===== src/rtl/if_fetch_stage_pkg.sv =====
`default_nettype none
// ============================================================================
// Module      : if_fetch_stage_pkg
// Description : Shared pipeline constants and the fetch-state encoding used
//               by the instruction-fetch stage and its IF/ID register.
// Revision    : 1.0 - initial release
// ============================================================================
package if_fetch_stage_pkg;

    localparam int          XLEN      = 32;
    localparam logic [31:0] RESET_PC  = 32'h0000_0000;
    localparam logic [31:0] NOP_INSTR = 32'h0000_0013;   // addi x0,x0,0

    // Fetch state encoding
    localparam logic [1:0] FETCH = 2'd0;   // request in flight
    localparam logic [1:0] HOLD  = 2'd1;   // skid full, waiting for stall to drop
    localparam logic [1:0] DRAIN = 2'd2;   // finishing a request abandoned by a flush

endpackage
`default_nettype wire


===== src/rtl/if_fetch_stage_if.sv =====
`default_nettype none
// ============================================================================
// Module      : if_fetch_stage_if
// Description : Instruction-memory request/response bundle. The fetch stage
//               is the master; the instruction memory is the slave.
// Revision    : 1.0 - initial release
// ============================================================================
interface if_fetch_stage_if #(
    parameter int XLEN = if_fetch_stage_pkg::XLEN
);

    logic            imem_req;
    logic [XLEN-1:0] imem_addr;
    logic            imem_ready;
    logic [XLEN-1:0] imem_rdata;

    modport master (
        output imem_req,
        output imem_addr,
        input  imem_ready,
        input  imem_rdata
    );

    modport slave (
        input  imem_req,
        input  imem_addr,
        output imem_ready,
        output imem_rdata
    );

endinterface
`default_nettype wire


===== src/rtl/if_fetch_stage_if_id_reg.sv =====
`default_nettype none
// ============================================================================
// Module      : if_id_reg
// Description : Pipeline register between fetch and decode. Squash inserts a
//               bubble and wins over hold; hold keeps the current contents.
// Revision    : 1.0 - initial release
// ============================================================================
module if_id_reg
    import if_fetch_stage_pkg::*;
#(
    parameter int              XLEN      = if_fetch_stage_pkg::XLEN,
    parameter logic [XLEN-1:0] NOP_INSTR = if_fetch_stage_pkg::NOP_INSTR
) (
    input  wire logic            clk,
    input  wire logic            rst,
    input  wire logic            i_hold,
    input  wire logic            i_squash,
    input  wire logic [XLEN-1:0] i_pc,
    input  wire logic [XLEN-1:0] i_instr,
    input  wire logic            i_valid,
    output logic      [XLEN-1:0] o_pc,
    output logic      [XLEN-1:0] o_instr,
    output logic                 o_valid
);

    logic [XLEN-1:0] r_pc;
    logic [XLEN-1:0] r_instr;
    logic            r_valid;

    // Capture, hold or squash the decode-stage instruction
    always_ff @(posedge clk or posedge rst) begin
        if (rst) begin
            r_pc    <= '0;
            r_instr <= NOP_INSTR;
            r_valid <= 1'b0;
        end else if (i_squash) begin
            r_pc    <= '0;
            r_instr <= NOP_INSTR;
            r_valid <= 1'b0;
        end else if (!i_hold) begin
            r_pc    <= i_pc;
            r_instr <= i_instr;
            r_valid <= i_valid;
        end
    end

    assign o_pc    = r_pc;
    assign o_instr = r_instr;
    assign o_valid = r_valid;

endmodule
`default_nettype wire


===== src/rtl/if_fetch_stage.sv =====
`default_nettype none
// ============================================================================
// Module      : if_fetch_stage
// Description : Instruction-fetch stage. Owns the PC, runs the instruction
//               memory handshake, parks a response in a 1-entry skid buffer
//               while decode is stalled, and drains abandoned requests after
//               a branch redirect.
// Revision    : 1.0 - initial release
// ============================================================================
module if_fetch_stage
    import if_fetch_stage_pkg::*;
#(
    parameter int              XLEN      = if_fetch_stage_pkg::XLEN,
    parameter logic [XLEN-1:0] RESET_PC  = if_fetch_stage_pkg::RESET_PC,
    parameter logic [XLEN-1:0] NOP_INSTR = if_fetch_stage_pkg::NOP_INSTR
) (
    input  wire logic            clk,
    input  wire logic            rst,
    input  wire logic            PCwrite,
    input  wire logic            stall,
    input  wire logic            flush,
    input  wire logic [XLEN-1:0] branch_target,
    if_fetch_stage_if.master     imem,
    output logic      [XLEN-1:0] if_id_pc,
    output logic      [XLEN-1:0] if_id_instr,
    output logic                 if_id_valid,
    output logic      [XLEN-1:0] pc_out
);

    logic [1:0]      r_state;
    logic [XLEN-1:0] r_pc;
    logic [XLEN-1:0] r_req_addr;
    logic [XLEN-1:0] r_skid_pc;
    logic [XLEN-1:0] r_skid_instr;

    logic [1:0]      w_state_nxt;
    logic [XLEN-1:0] w_pc_nxt;
    logic [XLEN-1:0] w_req_nxt;
    logic            w_skid_load;
    logic            w_ifid_hold;
    logic            w_ifid_squash;
    logic [XLEN-1:0] w_ifid_pc;
    logic [XLEN-1:0] w_ifid_instr;
    logic [XLEN-1:0] w_target;
    logic [XLEN-1:0] w_pc_inc;

    // Redirect targets are word aligned; the low two bits are dropped
    assign w_target = branch_target & ~XLEN'(3);
    // Wraps modulo 2^XLEN
    assign w_pc_inc = r_pc + XLEN'(4);

    // No request while reset is held or while the skid buffer is occupied
    assign imem.imem_req  = !rst && (r_state != HOLD);
    assign imem.imem_addr = r_req_addr;
    assign pc_out         = r_pc;

    // Next-state, PC and IF/ID control; flush outranks stall and PCwrite
    always_comb begin
        w_state_nxt   = r_state;
        w_pc_nxt      = r_pc;
        w_req_nxt     = r_req_addr;
        w_skid_load   = 1'b0;
        w_ifid_hold   = 1'b1;
        w_ifid_squash = 1'b0;
        w_ifid_pc     = r_req_addr;
        w_ifid_instr  = imem.imem_rdata;
        if (flush) begin
            w_ifid_squash = 1'b1;
            w_pc_nxt      = w_target;
            // An outstanding request must complete before the new address goes out
            if ((r_state != HOLD) && !imem.imem_ready) begin
                w_state_nxt = DRAIN;
            end else begin
                w_req_nxt   = w_target;
                w_state_nxt = FETCH;
            end
        end else begin
            case (r_state)
                FETCH: begin
                    if (imem.imem_ready) begin
                        if (stall) begin
                            w_skid_load = 1'b1;
                            w_state_nxt = HOLD;
                        end else begin
                            w_ifid_hold = 1'b0;
                            if (PCwrite) begin
                                w_pc_nxt  = w_pc_inc;
                                w_req_nxt = w_pc_inc;
                            end
                        end
                    end
                end
                HOLD: begin
                    if (!stall) begin
                        w_ifid_hold  = 1'b0;
                        w_ifid_pc    = r_skid_pc;
                        w_ifid_instr = r_skid_instr;
                        w_state_nxt  = FETCH;
                        if (PCwrite) begin
                            w_pc_nxt  = w_pc_inc;
                            w_req_nxt = w_pc_inc;
                        end
                    end
                end
                DRAIN: begin
                    // Stale data is dropped; the redirect target is already in pc
                    if (imem.imem_ready) begin
                        w_req_nxt   = r_pc;
                        w_state_nxt = FETCH;
                    end
                end
                default: begin
                    w_state_nxt = FETCH;
                end
            endcase
        end
    end

    // Fetch state, PC, request address and skid buffer registers
    always_ff @(posedge clk or posedge rst) begin
        if (rst) begin
            r_state      <= FETCH;
            r_pc         <= RESET_PC;
            r_req_addr   <= RESET_PC;
            r_skid_pc    <= '0;
            r_skid_instr <= NOP_INSTR;
        end else begin
            r_state    <= w_state_nxt;
            r_pc       <= w_pc_nxt;
            r_req_addr <= w_req_nxt;
            if (w_skid_load) begin
                r_skid_pc    <= r_req_addr;
                r_skid_instr <= imem.imem_rdata;
            end
        end
    end

    if_id_reg #(
        .XLEN      (XLEN),
        .NOP_INSTR (NOP_INSTR)
    ) u_if_id_reg (
        .clk      (clk),
        .rst      (rst),
        .i_hold   (w_ifid_hold),
        .i_squash (w_ifid_squash),
        .i_pc     (w_ifid_pc),
        .i_instr  (w_ifid_instr),
        .i_valid  (1'b1),
        .o_pc     (if_id_pc),
        .o_instr  (if_id_instr),
        .o_valid  (if_id_valid)
    );

endmodule
`default_nettype wire


===== src/flat_wrapper.sv =====
// flat-port wrapper written by rule: the top's interface ports become plain ports
module if_fetch_stage_flat import if_fetch_stage_pkg::*;
#(
    parameter int              XLEN      = if_fetch_stage_pkg::XLEN,
    parameter logic [XLEN-1:0] RESET_PC  = if_fetch_stage_pkg::RESET_PC,
    parameter logic [XLEN-1:0] NOP_INSTR = if_fetch_stage_pkg::NOP_INSTR
)
  (clk, rst, PCwrite, stall, flush, branch_target, if_id_pc, if_id_instr, if_id_valid, pc_out, imem_imem_req, imem_imem_addr, imem_imem_ready, imem_imem_rdata);
  if_fetch_stage_if #(.XLEN(XLEN)) imem_i ();
  input  wire logic clk;
  input  wire logic rst;
  input  wire logic PCwrite;
  input  wire logic stall;
  input  wire logic flush;
  input  wire logic [XLEN-1:0] branch_target;
  output logic      [XLEN-1:0] if_id_pc;
  output logic      [XLEN-1:0] if_id_instr;
  output logic if_id_valid;
  output logic      [XLEN-1:0] pc_out;
  output wire logic [$bits(imem_i.imem_req)-1:0] imem_imem_req;
  output wire logic [$bits(imem_i.imem_addr)-1:0] imem_imem_addr;
  input wire logic [$bits(imem_i.imem_ready)-1:0] imem_imem_ready;
  input wire logic [$bits(imem_i.imem_rdata)-1:0] imem_imem_rdata;
  assign imem_imem_req = imem_i.imem_req;
  assign imem_imem_addr = imem_i.imem_addr;
  assign imem_i.imem_ready = imem_imem_ready;
  assign imem_i.imem_rdata = imem_imem_rdata;
  if_fetch_stage #(.XLEN(XLEN), .RESET_PC(RESET_PC), .NOP_INSTR(NOP_INSTR)) u_core (.clk(clk), .rst(rst), .PCwrite(PCwrite), .stall(stall), .flush(flush), .branch_target(branch_target), .imem(imem_i), .if_id_pc(if_id_pc), .if_id_instr(if_id_instr), .if_id_valid(if_id_valid), .pc_out(pc_out));
endmodule

===== config.mk =====
export PLATFORM = sky130hd
export DESIGN_NAME = if_fetch_stage_flat
export DESIGN_NICKNAME = d
export VERILOG_FILES = /design/src/rtl/if_fetch_stage_pkg.sv /design/src/rtl/if_fetch_stage_if.sv /design/src/rtl/if_fetch_stage_if_id_reg.sv /design/src/rtl/if_fetch_stage.sv /design/src/flat_wrapper.sv
export SDC_FILE = /design/constraint.sdc
export NUM_CORES = 1
export LEC_CHECK = 0
export CORE_UTILIZATION = 45
export CTS_CLUSTER_DIAMETER = 30
export DETAILED_ROUTE_END_ITERATION = 8
export HOLD_SLACK_MARGIN = 0.02
export PLACE_DENSITY = 0.77
export SETUP_SLACK_MARGIN = 0.4
export SYNTH_ARGS = -nofsm -noshare
export SYNTH_HDL_FRONTEND = slang
export SYNTH_SLANG_ARGS = --single-unit

===== constraint.sdc =====
create_clock -name clk -period 10.4 [get_ports clk]
set_input_delay 2.6 -clock clk [delete_from_list [all_inputs] [get_ports clk]]
set_output_delay 2.6 -clock clk [all_outputs]
set_load 0.01 [all_outputs]

==> results of run 1 <==
## worst min-delay path by stage
stage	depth (start not counted)	end	slack, ps
after CTS	2	u_core.u_if_id_reg.o_instr[26]$_DFFE_PP0P_	480
after global placement	2	u_core.u_if_id_reg.o_instr[9]$_DFFE_PP0P_	460
after global routing	2	u_core.u_if_id_reg.o_instr[26]$_DFFE_PP0P_	500
after detailed placement	2	u_core.u_if_id_reg.o_instr[26]$_DFFE_PP0P_	470
final	2	u_core.u_if_id_reg.o_instr[26]$_DFFE_PP0P_	480
after floorplan	2	u_core.r_skid_pc[12]$_DFFE_PP0P_	450
## sequential cells by signal, summed over array words and instances (netlist names)
| signal | flops |
|---|---|
| u_core.imem.imem_addr | 31 |
| u_core.r_skid_pc | 31 |
| u_core.u_if_id_reg.o_valid | 1 |
| u_core.u_if_id_reg.o_pc | 31 |
| u_core.u_if_id_reg.o_instr | 32 |
| u_core.r_state | 2 |
| u_core.pc_out | 30 |
| u_core.r_skid_instr | 32 |
## through the flow
| stage | hold slack (ps) | power [mW] | setup WS [ps] | instances |
|---|---|---|---|---|
| 6_report | 478 | 2.60 | 3990 | 1311 |
| 5_1_grt | 497 | 2.74 | 3920 | 1311 |
| 4_1_cts | 482 | 2.62 | 4000 | 1311 |
| 3_5_place_dp | 465 | 1.94 | 4000 | 1279 |
| 3_3_place_gp | 458 | 1.90 | 4020 | 1279 |
| 2_1_floorplan | 449 | 1.54 | 2640 | 875 |
## Yosys cell counts, drive strengths merged, types with 10 or more instances
cell,number
o21ai,26
buf,25
xor2,26
nor2,36
dfrtp,184
o31ai,67
inv,12
clkbuf,43
nand3,17
nand2b,13
a21oi,11
nand2,118
nor3,17
mux2i,77
nand4,19
mux2,77
xnor2,21
nor4,10
## worst max-delay path: cells and delay by family
family	cells	cell delay, ps
buffers and inverters	2	1060
AND/OR/NAND/NOR	1	150
## power breakdown
part / internal, mW / leakage [nW] / switching (mW)
Clock: 0.369 / 0.305 / 0.316
Combinational: 0.428 / 2.68 / 0.352
Sequential: 0.966 / 2.32 / 0.173
Total: 1.76 / 5.31 / 0.840
## layout make-up
class	count	area, um^2
timing repair buffer	202	2000
tap	270	338
clock buffer	17	425
inverter	12	52.6
fill	1729	8280
clock inverter	15	190
multi-input combinational	605	4380
sequential	190	4760
## metal layers
metal,share of wire,vias to the layer above,GRT usage
li1,-,3413,-
met1,0.46,3532,0.319
met2,0.47,256,0.357
met3,0.058,25,0.0447
met4,0.015,0,0.0603
met5,0,-,0
## kinds of logic after synthesis
family,after synthesis,synth area share
compound gates,137,0.101
buf+inv,80,0.0356
mux,154,0.173
fa+ha+maj,4,0.00529
xor+xnor,47,0.0435
simple gates,261,0.138
other cells,1,0.000396
flops,190,0.503
==> metrics, run 1 <==
run status complete, no violations; critical path class in2out; drt wl/cell 18.1 um; Ant. Diodes 0; drt total wl 23.7 mm; FF-to-FF path depth 9; cts bufs inserted 17; most used cell, CP clkdlybuf4s50_1; die width 147 um; Synth Register Bits 190; Via density 5.51; Reg2Reg Launch Point u_core.r_state[1]$_DFFE_PP0P_; Tmin final 6410 ps; CTS clk-pin slew, worst paths 70 ps; Final HPWL DP 16.0 mm; Post-synth EDFFs 0; commonest cells after routing, fill and taps aside clkdlybuf4s50_1, dfrtp_1, nand2_1, mux2i_1, mux2_2; Worst Path Max Fanout 2; gr ovfl total 0; DP Area 11,500 um^2; GPL Wtd Cong 0.881; R2R setup slack 7190 ps; Finished Cell Area 12,200 um^2; crit path capture imem_imem_req; total number of H-tree levels 4; CP max stage cell clkdlybuf4s50_1; Core Util, Final 0.595; worst path required time 7800 ps; clock latency on the worst-skew pair 430 ps; hold_buf cts 0; CP max stage delay 550 ps; pins over their slew limit 0; TritonRoute pass-1 iters 5; initial antenna violation count 0; Pwr Density 214 nW/um^2; Die Y 147 um; CP Data Arrival Time 3810 ps; vias in the first global route 6,876; HP Start u_core.u_if_id_reg.o_instr[26]$_DFFE_PP0P_; Synth cell types 55; Worst setup EP type primary output; Slew @ Worst Pin 1060 ps; CTS tree done; TritonCTS sink count 190; Yosys top cell area share 0.487; largest net degree at the start of global routing 118; DR vias 7,226; Worst Skew 14.9 ps; CTS Root Cell clkbuf_16; setup repair after global routing missed its margin false; crit share post-route 0.617; Initial Util 0.463; Max Freq 156 MHz; antenna-violating nets left 0; Hold Crit Class reg2reg; Leak 5.31 nW; CP cell instances clkdlybuf4s50_1 > nor2_1 > clkdlybuf4s50_1; Port Buffers 195; Iteration-0 DRC Markers 596; Setup Buffers After CTS 0; worst vdd ir 0.116 mV; DRC 0; number of I/O pins 200; GRT Overall Usage 0.226; layout cells sized above 1 0.136; Nets 1,102; end of the worst register-to-register path u_core.u_if_id_reg.o_instr[8]$_DFFE_PP0P_; Post-synth top flop dfrtp_1; most common cell after layout, fill and taps aside clkdlybuf4s50_1; CORE AREA 20,400 um^2; setup tns final 0 ps; sequential area share after synthesis 0.503; Setup crit start rst; Post-Syn Area per Cell 10.8 um^2; final setup vio count 0; CTS max path bufs 2; top cells by area, synth dfrtp_1, mux2_2, mux2i_1, o31ai_1, nand2_1; CP startpoint kind primary input; async set-reset flop share out of synthesis 1.00; max_cap viols 0; leading area contributor after synthesis dfrtp_1; Final Hold Fails 0; Synth-to-Final Area Change 28.4%; cts repair resizes 0; Synth Instances 874; row count 52; Post-Syn Area 9460 um^2; full die area 21,600 um^2; normalized max-slew margin 0.287; Yosys warnings 0; global-route wire length before repair 38.6 mm
No activity file was read; power rests on OpenSTA's default activity.
==> run 2, diff against run 1 <==
--- a/config.mk
+++ b/config.mk
@@ -9,7 +9,7 @@
 export CTS_CLUSTER_DIAMETER = 30
 export DETAILED_ROUTE_END_ITERATION = 8
 export HOLD_SLACK_MARGIN = 0.02
-export PLACE_DENSITY = 0.77
+export PLACE_DENSITY = 0.8
 export SETUP_SLACK_MARGIN = 0.4
 export SYNTH_ARGS = -nofsm -noshare
 export SYNTH_HDL_FRONTEND = slang
==> constraint.sdc (replaced) <==
create_clock -name clk -period 5.71 [get_ports clk]
set_input_delay 1.4275 -clock clk [delete_from_list [all_inputs] [get_ports clk]]
set_output_delay 1.4275 -clock clk [all_outputs]
set_load 0.01 [all_outputs]
==> metrics, run 2 (same netlist as run 1, synthesis figures left out) <==
run status complete, no violations; CTS max path bufs 2 (unchanged); Via density 5.53 (+0.33%); Pwr Density 387 nW/um^2 (+80%); gr ovfl total 0 (unchanged); Initial Util 0.463 (unchanged); TritonCTS sink count 190 (unchanged); final worst slack 1750 ps (-2230 ps); CP startpoint kind primary input; CORE AREA 20,400 um^2 (unchanged); worst vdd ir 0.223 mV (+93%); Hold WS 477 ps (-0.677 ps); Setup Buffers After CTS 0 (unchanged); Slew @ Worst Pin 1130 ps (+61.4 ps); cts repair resizes 0 (unchanged); total chip power 4.70 mW (+81%); initial antenna violation count 0 (unchanged); CP cell instances clkdlybuf4s50_1 > nor2_1 > clkdlybuf4s50_1; Worst Skew 12.5 ps (-2.39 ps); DRC 0 (unchanged); TritonRoute pass-1 iters 5 (unchanged); setup repair after global routing missed its margin false; Max Freq 253 MHz; normalized max-slew margin 0.249 (-0.0383); Iteration-0 DRC Markers 465 (-22%); largest net degree at the start of global routing 191 (+62%); drt wl/cell 18.2 um (+0.56%); final setup vio count 0 (unchanged); commonest cells after routing, fill and taps aside clkdlybuf4s50_1, dfrtp_1, nand2_1, mux2i_1, mux2_2; vias in the first global route 7,181 (+4.4%); Ant. Diodes 0 (unchanged); Port Buffers 195 (unchanged); crit share post-route 0.693; critical path class in2out; CTS Root Cell clkbuf_16; Tmin final 3960 ps; clock latency on the worst-skew pair 430 ps (about the same); setup tns final 0 ps (unchanged); CP max stage cell clkdlybuf4s50_1; CP max stage delay 540 ps (about the same); Final HPWL DP 16.2 mm (+0.90%); Final Hold Fails 0 (unchanged); Top delay family on crit path buffers and inverters; most common cell after layout, fill and taps aside clkdlybuf4s50_1; Worst Path Max Fanout 2 (unchanged); CTS clk-pin slew, worst paths 60 ps (about the same); layout cells sized above 1 0.135 (-0.000961); Leak 5.31 nW (about the same); DR vias 7,250 (+0.33%); Core Util, Final 0.595 (+0.000674); full die area 21,600 um^2 (unchanged); sw frac 0.326 (+0.00320); worst path required time 4280 ps (-3520 ps); hold_buf cts 0 (unchanged); worst path buffer plus inverter count 2 (unchanged); total number of H-tree levels 4 (unchanged); antenna-violating nets left 0 (unchanged); GRT Overall Usage 0.227 (+0.000536); row count 52 (unchanged); combinational share of power 0.303 (+0.004); drt total wl 23.9 mm (+0.56%); Hold Crit Class reg2reg; cts bufs inserted 17 (unchanged); Die Y 147 um (unchanged); global-route wire length before repair 38.6 mm (+0.18%); Multi-input gate area 4380 um^2 (unchanged); Int Pwr 3.17 mW (+80%); Synth-to-Final Area Change 28.6%; die width 147 um (unchanged); Nets 1,102 (unchanged); Switching Power 1.53 mW (+82%); FF/Latch Area 4760 um^2 (unchanged); number of I/O pins 200 (unchanged); CP Data Arrival Time 2530 ps (-1280 ps); clock power share 0.256 (-0.007); pins over their slew limit 0 (unchanged); max_cap viols 0 (unchanged); GPL Wtd Cong 0.872 (-1.0%); Worst setup EP type primary output; most used cell, CP clkdlybuf4s50_1; Layout fillers 1,723 (-0.35%); worst slack, placed 1750 ps (-2250 ps); CTS tree done; Flop pwr share 0.441 (+0.004)
==> run 2: changes by cell type in the layout (fill, tap and decap cells not counted), moves of 2 or more <==
cell | previous run | this run
buf_12 | 0 | 3
buf_4 | 8 | 5
inv_8 | 6 | 3
clkinv_8 | 0 | 2
inv_6 | 3 | 5
==> run 2: layout make-up <==
cell class	instances	area share
Tap cell	270	0.0278
Clock inverter	14	0.0137
Sequential cell	190	0.391
Inverter	12	0.00401
Clock buffer	18	0.0353
Timing Repair Buffer	202	0.168
Multi-Input combinational cell	605	0.360
==> run 2: worst min-delay path, delay by kind of cell, from the launching register on <==
kind,cells,cell delay [ps]
compound gates,1,50
simple gates,1,50
flops,1,340
==> run 2: path summary, 6_finish.rpt <==
check	from	end	slack, ps	depth (start not counted)
setup / recovery	rst	imem_imem_req	1750	3
hold / removal	u_core.u_if_id_reg.o_pc[19]$_DFFE_PP0P_	u_core.u_if_id_reg.o_pc[19]$_DFFE_PP0P_	480	2
setup reg to reg	u_core.r_state[0]$_DFFE_PP0P_	u_core.imem.imem_addr[21]$_DFFE_PP0P_	2740	7
hold reg to reg	u_core.u_if_id_reg.o_pc[19]$_DFFE_PP0P_	u_core.u_if_id_reg.o_pc[19]$_DFFE_PP0P_	480	2
max in group asynchronous	rst	u_core.r_skid_pc[29]$_DFFE_PP0P_	3200	3
min in group asynchronous	rst	u_core.u_if_id_reg.o_pc[28]$_DFFE_PP0P_	1610	3
==> run 2: power groups by stage <==
stage               registers, mW  logic [mW]  clock network (mW)
finish                       2.08        1.42                1.20
detailed placement           2.10        1.43                   0
global placement             2.07        1.40                   0
floorplan                    2.10       0.707                   0
CTS                          2.08        1.44                1.22
global route                 2.14        1.54                1.28
==> run 2: metal layers <==
metal / vias up / track usage / wire (um)
met5: - / 0 / 0
met4: 0 / 0.0624 / 323
met3: 27 / 0.0441 / 1210
met2: 215 / 0.371 / 11300
met1: 3581 / 0.309 / 11000
li1: 3427 / - / -
==> run 2: through the flow <==
step / area [um^2] / std cells
floorplan: 9470 / 875
global placement: 11600 / 1279
detailed placement: 11600 / 1279
CTS: 12200 / 1311
global route: 12200 / 1311
finish: 12200 / 1311
==> run 3, diff against run 2 <==
--- a/config.mk
+++ b/config.mk
@@ -9,7 +9,7 @@
 export CTS_CLUSTER_DIAMETER = 30
 export DETAILED_ROUTE_END_ITERATION = 8
 export HOLD_SLACK_MARGIN = 0.02
-export PLACE_DENSITY = 0.8
+export PLACE_DENSITY = 0.77
 export SETUP_SLACK_MARGIN = 0.4
 export SYNTH_ARGS = -nofsm -noshare
 export SYNTH_HDL_FRONTEND = slang
==> constraint.sdc (replaced) <==
create_clock -name clk -period 4.06 [get_ports clk]
set_input_delay 1.015 -clock clk [delete_from_list [all_inputs] [get_ports clk]]
set_output_delay 1.015 -clock clk [all_outputs]
set_load 0.01 [all_outputs]
==> metrics, run 3 (same netlist as run 1, synthesis figures left out) <==
run status complete, no violations; setup repair after global routing missed its margin false; drt total wl 23.7 mm (-0.70%); CP max stage delay 540 ps (about the same); DRC 0 (unchanged); CP max stage cell clkdlybuf4s50_1; total number of H-tree levels 4 (unchanged); Ant. Diodes 0 (unchanged); Via density 5.43 (-1.9%); Switching Power 2.12 mW (+38%); GPL Wtd Cong 0.881 (+1.0%); Worst Skew 10.9 ps (-1.62 ps); CTS clk-pin slew, worst paths 70 ps (about the same); end of the worst register-to-register path u_core.u_if_id_reg.o_instr[17]$_DFFE_PP0P_; Setup Buffers After CTS 0 (unchanged); gr ovfl total 0 (unchanged); GRT Overall Usage 0.224 (-0.00292); most common cell after layout, fill and taps aside clkdlybuf4s50_1; total chip power 6.59 mW (+40%); Multi-input gate area 4380 um^2 (unchanged); Synth-to-Final Area Change 29.9%; cts repair resizes 0 (unchanged); antenna-violating nets left 0 (unchanged); Iteration-0 DRC Markers 426 (-8.4%); met3 wire len 1.27 mm (+4.8%); hold_buf cts 0 (unchanged); Max Freq 320 MHz; final setup vio count 0 (unchanged); global-route wire length before repair 37.6 mm (-2.6%); Initial Util 0.463 (unchanged); M1 WL 11.0 mm (+0.12%); Die Y 147 um (unchanged); setup tns final 0 ps (unchanged); vias in the first global route 6,850 (-4.6%); CTS Root Cell clkbuf_16; Leak 5.37 nW (+1.1%); die width 147 um (unchanged); Max Used Layer met4; commonest cells after routing, fill and taps aside clkdlybuf4s50_1, dfrtp_1, nand2_1, mux2i_1, mux2_2; Port Buffers 195 (unchanged); Flop pwr share 0.443 (+0.002); Final Hold Fails 0 (unchanged); Worst Path Max Fanout 2 (unchanged); CP startpoint kind primary input; CP cell instances clkdlybuf4s50_1 > nor2_1 > clkdlybuf4s50_1; Nets 1,112 (+0.91%); FF/Latch Area 4760 um^2 (unchanged); drt wl/cell 18.0 um (-1.4%); CTS max path bufs 2 (unchanged); largest net degree at the start of global routing 67 (-65%); sw frac 0.322 (-0.00444); most used cell, CP clkdlybuf4s50_1; CTS tree done; TritonRoute pass-1 iters 5 (unchanged); number of I/O pins 200 (unchanged); Hold Crit Class reg2reg; FF-to-FF path depth 8 (+1); R2R setup slack 1530 ps (-1210 ps); combinational share of power 0.309 (+0.006); Slew @ Worst Pin 727 ps (-399 ps); DR vias 7,164 (-1.2%); met2 WL 11.0 mm (-2.6%); Pwr Density 536 nW/um^2 (+39%); HP Start u_core.u_if_id_reg.o_pc[3]$_DFFE_PP0P_; Reg2Reg Launch Point u_core.r_state[1]$_DFFE_PP0P_; Worst setup EP type primary output; max_cap viols 0 (unchanged); clock power share 0.249 (-0.007); initial antenna violation count 0 (unchanged); TritonCTS sink count 190 (unchanged); critical path class in2out; normalized max-slew margin 0.501 (+0.252); full die area 21,600 um^2 (unchanged); Layout fillers 1,703 (-1.2%); clock latency on the worst-skew pair 430 ps (about the same); worst path required time 3040 ps (-1240 ps); CP Data Arrival Time 2110 ps (-420 ps); worst vdd ir 0.327 mV (+47%); pins over their slew limit 0 (unchanged); hold path depth 2 (unchanged); Final HPWL DP 16.8 mm (+4.0%); Int Pwr 4.47 mW (+41%); WHS Endpoint u_core.u_if_id_reg.o_pc[3]$_DFFE_PP0P_; row count 52 (unchanged); CORE AREA 20,400 um^2 (unchanged); layout cells sized above 1 0.144 (+0.00836); cts bufs inserted 17 (unchanged); crit share post-route 0.769; Tmin final 3120 ps
[run 3: power by group through the flow]
stage | Clock [mW] | Sequential (mW) | Combinational, mW
floorplan | 0 | 2.95 | 0.995
global placement | 0 | 2.92 | 2.00
detailed placement | 0 | 2.95 | 2.05
CTS | 1.67 | 2.92 | 2.06
global route | 1.75 | 3.00 | 2.20
finish | 1.64 | 2.92 | 2.03
[run 3: layer usage]
layer  vias up  GRT usage
li1       3437          -
met1      3489      0.325
met2       215      0.349
met3        23     0.0292
met4         0     0.0696
met5         -          0
[run 3: worst max path at each step]
stage	from	endpoint	slack [ps]
floorplan	rst	u_core.imem.imem_addr[10]$_DFFE_PP0P_	600
global placement	imem_imem_ready	u_core.u_if_id_reg.o_instr[11]$_DFFE_PP0P_	860
detailed placement	imem_imem_ready	u_core.u_if_id_reg.o_pc[26]$_DFFE_PP0P_	830
CTS	rst	imem_imem_req	930
global route	rst	imem_imem_req	870
finish	rst	imem_imem_req	940
[run 3: metrics by stage]
stage / utilization / hold slack, ps / instances / cell area (um^2) / setup slack [ps]
3_5_place_dp: 0.574 / 465 / 1289 / 11700 / 831
3_3_place_gp: 0.574 / 458 / 1289 / 11700 / 855
4_1_cts: 0.602 / 480 / 1320 / 12300 / 933
6_report: 0.602 / 475 / 1320 / 12300 / 937
5_1_grt: 0.602 / 491 / 1320 / 12300 / 868
2_1_floorplan: - / 449 / 875 / 9470 / 601
[run 3: cell type report]
type / count / share of cell area
flip-flops and latches: 190 / 0.387
well taps: 270 / 0.0275
multi-input cells: 605 / 0.356
repair buffers: 212 / 0.178
clock inverters: 14 / 0.0120
inverters: 12 / 0.00397
clock buffers: 17 / 0.0346
[run 3: critical path: cells and delay by family]
kind | cells | cell delay [ps]
AND/OR/NAND/NOR | 1 | 100
buffers and inverters | 2 | 990
